--- src/rtl/wdt_ctrl_if.sv ---
// Watchdog controller bus: register-block/counter side (master)
// versus sequencing controller (slave).
interface wdt_ctrl_if #(
   parameter int WDT_CNT_WIDTH = 32
);
   logic                     clk_en;
   logic                     wdt_en;
   logic                     rmod;
   logic [2:0]               rpl;
   logic                     crr_wr;
   logic [7:0]               crr_data;
   logic                     eoi_rd;
   logic                     pause_req;
   logic [WDT_CNT_WIDTH-1:0] cnt;
   logic                     cnt_en;
   logic                     restart;
   logic                     pause;
   logic                     wdt_int;
   logic                     wdt_sys_rst;
   logic                     key_err;

   modport master (
      output clk_en, wdt_en, rmod, rpl,
      output crr_wr, crr_data, eoi_rd,
      output pause_req, cnt,
      input  cnt_en, restart, pause,
      input  wdt_int, wdt_sys_rst, key_err
   );

   modport slave (
      input  clk_en, wdt_en, rmod, rpl,
      input  crr_wr, crr_data, eoi_rd,
      input  pause_req, cnt,
      output cnt_en, restart, pause,
      output wdt_int, wdt_sys_rst, key_err
   );
endinterface

--- src/rtl/wdt_ctrl.sv ---
// Watchdog sequencing controller: drives wdt_cnt, checks restart
// keys, and escalates expiry to interrupt and/or reset pulse.
module wdt_ctrl #(
   parameter int         WDT_CNT_WIDTH = 32,
   parameter logic [7:0] RESTART_KEY   = 8'h76
) (
   input logic       clk,
   input logic       rst_n,
   wdt_ctrl_if.slave bus
);

   typedef enum logic [1:0] {
      S_IDLE,
      S_RUN,
      S_INT_PEND,
      S_RST_PULSE
   } state_t;

   localparam logic [WDT_CNT_WIDTH-1:0] LP_ZERO = '0;

   state_t     r_state;
   logic       r_en;
   logic       r_arm;
   logic [7:0] r_pcnt;
   logic       r_cnt_en;
   logic       r_restart;
   logic       r_pause;
   logic       r_int;
   logic       r_sys_rst;
   logic       r_key_err;

   state_t     w_state_nxt;
   logic       w_en_nxt;
   logic       w_arm_nxt;
   logic [7:0] w_pcnt_nxt;
   logic       w_int_nxt;
   logic       w_restart_nxt;
   logic       w_key_err_nxt;
   logic       w_active;
   logic       w_key_ok;
   logic       w_kick;
   logic       w_timeout;
   logic [7:0] w_pload;

   assign w_active = (r_state == S_RUN) ||
                     (r_state == S_INT_PEND);
   assign w_key_ok = (bus.crr_data == RESTART_KEY);
   assign w_kick   = w_active & bus.crr_wr & w_key_ok;
   assign w_timeout = w_active & r_arm & r_cnt_en &
                      bus.clk_en & ~r_pause &
                      (bus.cnt == LP_ZERO);
   // 2^(rpl+1)-1 without overflowing the 3-bit selector
   assign w_pload = 8'hFF >> (3'd7 - bus.rpl);

   // Next-state and next-output decode
   always_comb begin
      w_state_nxt   = r_state;
      w_en_nxt      = r_en | bus.wdt_en;
      w_pcnt_nxt    = r_pcnt;
      w_int_nxt     = r_int;
      w_restart_nxt = 1'b0;
      w_key_err_nxt = w_active & bus.crr_wr & ~w_key_ok;
      unique case (r_state)
         S_IDLE: begin
            if (bus.wdt_en | r_en) begin
               w_state_nxt = S_RUN;
            end
         end
         S_RUN: begin
            if (w_kick) begin
               w_restart_nxt = 1'b1;
            end else if (w_timeout) begin
               if (bus.rmod) begin
                  w_state_nxt = S_INT_PEND;
                  w_int_nxt   = 1'b1;
               end else begin
                  w_state_nxt = S_RST_PULSE;
                  w_pcnt_nxt  = w_pload;
               end
            end
         end
         S_INT_PEND: begin
            if (w_kick) begin
               w_restart_nxt = 1'b1;
               w_int_nxt     = 1'b0;
               w_state_nxt   = S_RUN;
            end else if (w_timeout) begin
               w_state_nxt = S_RST_PULSE;
               w_pcnt_nxt  = w_pload;
            end else if (bus.eoi_rd) begin
               w_int_nxt   = 1'b0;
               w_state_nxt = S_RUN;
            end
         end
         S_RST_PULSE: begin
            if (r_pcnt == 8'd0) begin
               w_int_nxt     = 1'b0;
               w_restart_nxt = 1'b1;
               w_state_nxt   = S_RUN;
            end else begin
               w_pcnt_nxt = r_pcnt - 8'd1;
            end
         end
         default: begin
            w_state_nxt = S_IDLE;
         end
      endcase
      // arm masks the counter's reload cycle after each RUN entry
      w_arm_nxt = r_arm;
      if (w_state_nxt == S_RUN && r_state != S_RUN) begin
         w_arm_nxt = 1'b0;
      end else if (r_state == S_RUN && bus.clk_en) begin
         w_arm_nxt = 1'b1;
      end
   end

   // State and registered outputs
   always_ff @(posedge clk or negedge rst_n) begin
      if (!rst_n) begin
         r_state   <= S_IDLE;
         r_en      <= 1'b0;
         r_arm     <= 1'b0;
         r_pcnt    <= 8'd0;
         r_cnt_en  <= 1'b0;
         r_restart <= 1'b0;
         r_pause   <= 1'b0;
         r_int     <= 1'b0;
         r_sys_rst <= 1'b0;
         r_key_err <= 1'b0;
      end else begin
         r_state   <= w_state_nxt;
         r_en      <= w_en_nxt;
         r_arm     <= w_arm_nxt;
         r_pcnt    <= w_pcnt_nxt;
         r_cnt_en  <= (w_state_nxt != S_IDLE);
         r_restart <= w_restart_nxt;
         r_pause   <= bus.pause_req;
         r_int     <= w_int_nxt;
         r_sys_rst <= (w_state_nxt == S_RST_PULSE);
         r_key_err <= w_key_err_nxt;
      end
   end

   assign bus.cnt_en      = r_cnt_en;
   assign bus.restart     = r_restart;
   assign bus.pause       = r_pause;
   assign bus.wdt_int     = r_int;
   assign bus.wdt_sys_rst = r_sys_rst;
   assign bus.key_err     = r_key_err;

endmodule
--- src/flat_wrapper.sv ---
// flat-port wrapper written by rule: the top's interface ports become plain ports
module wdt_ctrl_flat 
#(
   parameter int         WDT_CNT_WIDTH = 32,
   parameter logic [7:0] RESTART_KEY   = 8'h76
)
  (clk, rst_n, bus_clk_en, bus_wdt_en, bus_rmod, bus_rpl, bus_crr_wr, bus_crr_data, bus_eoi_rd, bus_pause_req, bus_cnt, bus_cnt_en, bus_restart, bus_pause, bus_wdt_int, bus_wdt_sys_rst, bus_key_err);
  wdt_ctrl_if #(.WDT_CNT_WIDTH(WDT_CNT_WIDTH)) bus_i ();
  input logic clk;
  input logic rst_n;
  input wire logic [$bits(bus_i.clk_en)-1:0] bus_clk_en;
  input wire logic [$bits(bus_i.wdt_en)-1:0] bus_wdt_en;
  input wire logic [$bits(bus_i.rmod)-1:0] bus_rmod;
  input wire logic [$bits(bus_i.rpl)-1:0] bus_rpl;
  input wire logic [$bits(bus_i.crr_wr)-1:0] bus_crr_wr;
  input wire logic [$bits(bus_i.crr_data)-1:0] bus_crr_data;
  input wire logic [$bits(bus_i.eoi_rd)-1:0] bus_eoi_rd;
  input wire logic [$bits(bus_i.pause_req)-1:0] bus_pause_req;
  input wire logic [$bits(bus_i.cnt)-1:0] bus_cnt;
  output wire logic [$bits(bus_i.cnt_en)-1:0] bus_cnt_en;
  output wire logic [$bits(bus_i.restart)-1:0] bus_restart;
  output wire logic [$bits(bus_i.pause)-1:0] bus_pause;
  output wire logic [$bits(bus_i.wdt_int)-1:0] bus_wdt_int;
  output wire logic [$bits(bus_i.wdt_sys_rst)-1:0] bus_wdt_sys_rst;
  output wire logic [$bits(bus_i.key_err)-1:0] bus_key_err;
  assign bus_i.clk_en = bus_clk_en;
  assign bus_i.wdt_en = bus_wdt_en;
  assign bus_i.rmod = bus_rmod;
  assign bus_i.rpl = bus_rpl;
  assign bus_i.crr_wr = bus_crr_wr;
  assign bus_i.crr_data = bus_crr_data;
  assign bus_i.eoi_rd = bus_eoi_rd;
  assign bus_i.pause_req = bus_pause_req;
  assign bus_i.cnt = bus_cnt;
  assign bus_cnt_en = bus_i.cnt_en;
  assign bus_restart = bus_i.restart;
  assign bus_pause = bus_i.pause;
  assign bus_wdt_int = bus_i.wdt_int;
  assign bus_wdt_sys_rst = bus_i.wdt_sys_rst;
  assign bus_key_err = bus_i.key_err;
  wdt_ctrl #(.WDT_CNT_WIDTH(WDT_CNT_WIDTH), .RESTART_KEY(RESTART_KEY)) u_core (.clk(clk), .rst_n(rst_n), .bus(bus_i));
endmodule
--- config.mk ---
export PLATFORM = sky130hd
export DESIGN_NAME = wdt_ctrl_flat
export DESIGN_NICKNAME = d
export VERILOG_FILES = /design/src/rtl/wdt_ctrl_if.sv /design/src/rtl/wdt_ctrl.sv /design/src/flat_wrapper.sv
export SDC_FILE = /design/constraint.sdc
export NUM_CORES = 1
export LEC_CHECK = 0
export CORE_MARGIN = 3
export CORE_UTILIZATION = 25
export CTS_CLUSTER_SIZE = 8
export DETAILED_ROUTE_END_ITERATION = 8
export SYNTH_ARGS = -nofsm -noshare
export SYNTH_HDL_FRONTEND = slang
export SYNTH_SLANG_ARGS = --single-unit
--- constraint.sdc ---
create_clock -name clk -period 3.1 [get_ports clk]
set_input_delay 0.62 -clock clk [delete_from_list [all_inputs] [get_ports clk]]
set_output_delay 0.62 -clock clk [all_outputs]
set_load 0.005 [all_outputs]
==> metrics.md <==
| Metric | Value |
|---|---|
| Status | `complete, no violations` |
| Routed WL | `3342 um` |
| Clock Tree Buf Depth | `2` |
| All-Layer GR Usage | `13.21%` |
| DRT Pass-1 Iters | `4` |
| Power Density | `541.2 mW/mm^2` |
| DP HPWL | `2807 um` |
| Register area share after synthesis | `37.23%` |
| Area Overhead vs Synth | `57.81%` |
| Clock skew | `5.927 ps` |
| Mapped Avg Cell Area | `8.896 um^2` |
| Die Area | `0.005710 mm^2` |
| Later-pin clock latency in the skew report | `250 ps` |
| Arrival @ worst endpoint | `2830 ps` |
| Syn_nets | `192` |
| Root buffer cell | `clkbuf_8` |
| Count of final max-slew check failures | `0` |
| Grt total ovfl | `0` |
| Top-count cell post-synth | `dfrtp_1` |
| Via density per instance | `4.855` |
| DRC viols | `0` |
| Critical Path Sink Type | `flop` |
| Layout net count | `254` |
| Main flop type after synthesis | `dfrtp_1` |
| First-pass GRT wire length | `5678 um` |
| Final Setup Violations | `0` |
| Seq cells post-synth | `18` |
| # hold bufs at CTS | `0` |
| Initial antenna violation count | `0` |
| Die X | `75.57 um` |
| Kind of start point of the critical path | `input pin` |
| Worst-path clk slew | `70 ps` |
| Placer Congestion | `0.8206` |
| Fin Setup TNS | `0 ps` |
| Htree depth | `1` |
| RSZ-0062 raised after global routing | `no` |
| YS warnings | `0` |
| Post-synth design cell area | `0.001210 mm^2` |
| Initial drt markers | `64` |
| # clock sinks | `18` |
| Area fraction of the dominant cell type after synthesis | `37.23%` |
| Antenna Nets Post-Route | `0` |
| Multi-input logic area | `695.7 um^2` |
| Tcrit/Tclk final | `86.72%` |
| Share of layout cells above drive strength 1 | `9.645%` |
| TritonCTS clock tree | `done` |
| Final hold vios | `0` |
| LEAKAGE | `0.0007597 uW` |
| Initial core utilization | `26.86%` |
| Core area | `0.004504 mm^2` |
| IO Port Bufs | `56` |
| Peak supply drop | `0.3151 mV` |
| Number of diodes | `0` |
| DR WL/cell | `13.42 um` |
| Post_cts resized | `0` |
| Post-CTS Setup Repair Bufs | `0` |
| Maximum clock frequency | `372.0 MHz` |
| Slew HR | `47.38%` |
| Fill cell count | `455` |
| Top cells by area, synth | `dfrtp_1 (37%), ha_1 (5.2%), a21oi_1 (4.1%)` |
| Vias | `1,209` |
| Number of buffers created by CTS | `3` |
| Post-route core utilization | `42.39%` |
| Max-Cap Viols | `0` |
| Largest net degree at the start of global routing | `20` |
| Synth cell count leaders | `dfrtp_1 (18), nor2_1 (12), a21oi_1 (10), inv_1 (10), o21ai_1 (9)` |
| CP max FO | `13` |
| Crit path required time | `3240 ps` |
| Hold Path Class | `reg2reg` |
| Synth Instances | `136` |
| Cell accounting for the most synthesized area | `dfrtp_1` |
| Vias in the first global route | `1,208` |
| Async SR Flop Fraction | `100.0%` |
| Final min period | `2688 ps` |
| Slew at the pin closest to its max-slew limit | `786.8 ps` |
| Post-synth EDFFs | `0` |
| Synth unique cells | `44` |
| Critical path type | `in2reg` |
| Row count | `24` |
| Die Y | `75.57 um` |
| Register area | `450.4 um^2` |
| IO Count | `57` |
==> sequential cells by signal, indices dropped and copies added (netlist names) <==
signal and cells:
u_core.bus.cnt_en 1, u_core.bus.key_err 1, u_core.bus.pause 1, u_core.bus.restart 1, u_core.bus.wdt_int 1, u_core.bus.wdt_sys_rst 1
u_core.r_arm 1, u_core.r_en 1, u_core.r_pcnt 8, u_core.r_state 2
==> routing by layer <==
metal	track usage (%)	share of wire (%)	vias up	routed length (um)
met1	16.95	44	546	1487
met2	22.05	51	18	1691
met4	3.495	1.1	0	38
li1	-	-	641	-
met3	3.430	3.7	4	124
met5	0	0	-	0
==> cell families (layout without fill, tap and decap cells) <==
group	Yosys count	count (layout)	synth area share [%]
buffers and inverters	15	76	5.274
DFF	18	18	37.23
adders and majority gates	5	5	5.171
and+or+nand+nor	57	57	28.54
AOI/OAI and AO/OA	40	40	22.96
muxes	1	1	0.8273
==> layout by cell type (no fill, tap or decap), types with 3 or more instances in the layout <==
master and count:
clkdlybuf4s50_1 56, dfrtp_1 18, nor2_1 12, inv_1 10, a21oi_1 10, o21ai_1 9
nand2_1 8, nor3_1 7, buf_4 6, nor4_1 5, a31oi_1 5, ha_1 5
clkbuf_8 4, nand4_1 3, nand3b_1 3, o21ai_0 3
==> report_power, final <==
part,internal (uW),switching (uW)
clock network,113,75.6
registers,313,50.8
logic,243,238
total,669,365
==> critical path, stage by stage <==
cell             delay, ps
clkdlybuf4s50_1        390
or4_1                  530
or4_1                  460
o41ai_4                320
nand3_2                100
buf_4                  200
a21oi_1                120
o22ai_1                 80
==> stage by stage <==
stage | area [um^2] | setup slack [ps] | hold slack, ps | power (uW) | std cells
2_1_floorplan | 1210 | 609.9 | 324.4 | 662.1 | 136
3_3_place_gp | 1854 | 174.0 | 475.4 | 851.5 | 245
3_5_place_dp | 1854 | 135.3 | 472.6 | 847.3 | 245
4_1_cts | 1909 | 412.6 | 488.8 | 1044 | 249
5_1_grt | 1909 | 266.3 | 516.7 | 1131 | 249
6_report | 1909 | 411.7 | 483.6 | 1033 | 249
==> final timing paths <==
| check | slack [ps] | from | cells after the start | endpoint |
|---|---|---|---|---|
| worst max-delay path | 410 | bus_cnt[5] | 8 | u_core.r_pcnt[4] |
| worst min-delay path | 480 | u_core.r_en | 1 | u_core.r_en |
| worst max register to register | 580 | u_core.r_state[1] | 10 | u_core.r_pcnt[4] |
| worst min register to register | 480 | u_core.r_en | 1 | u_core.r_en |
| max in group asynchronous | 1780 | rst_n | 1 | u_core.bus.pause |
| min in group asynchronous | 820 | rst_n | 1 | u_core.bus.key_err |
==> cell type report <==
cell class	count	share of cell area (%)
inverters	10	1.966
well taps	52	3.408
clock buffers	4	2.883
multi-input cells	103	36.44
flip-flops and latches	18	23.59
repair buffers	62	31.72
No activity file was read; power rests on OpenSTA's default activity.
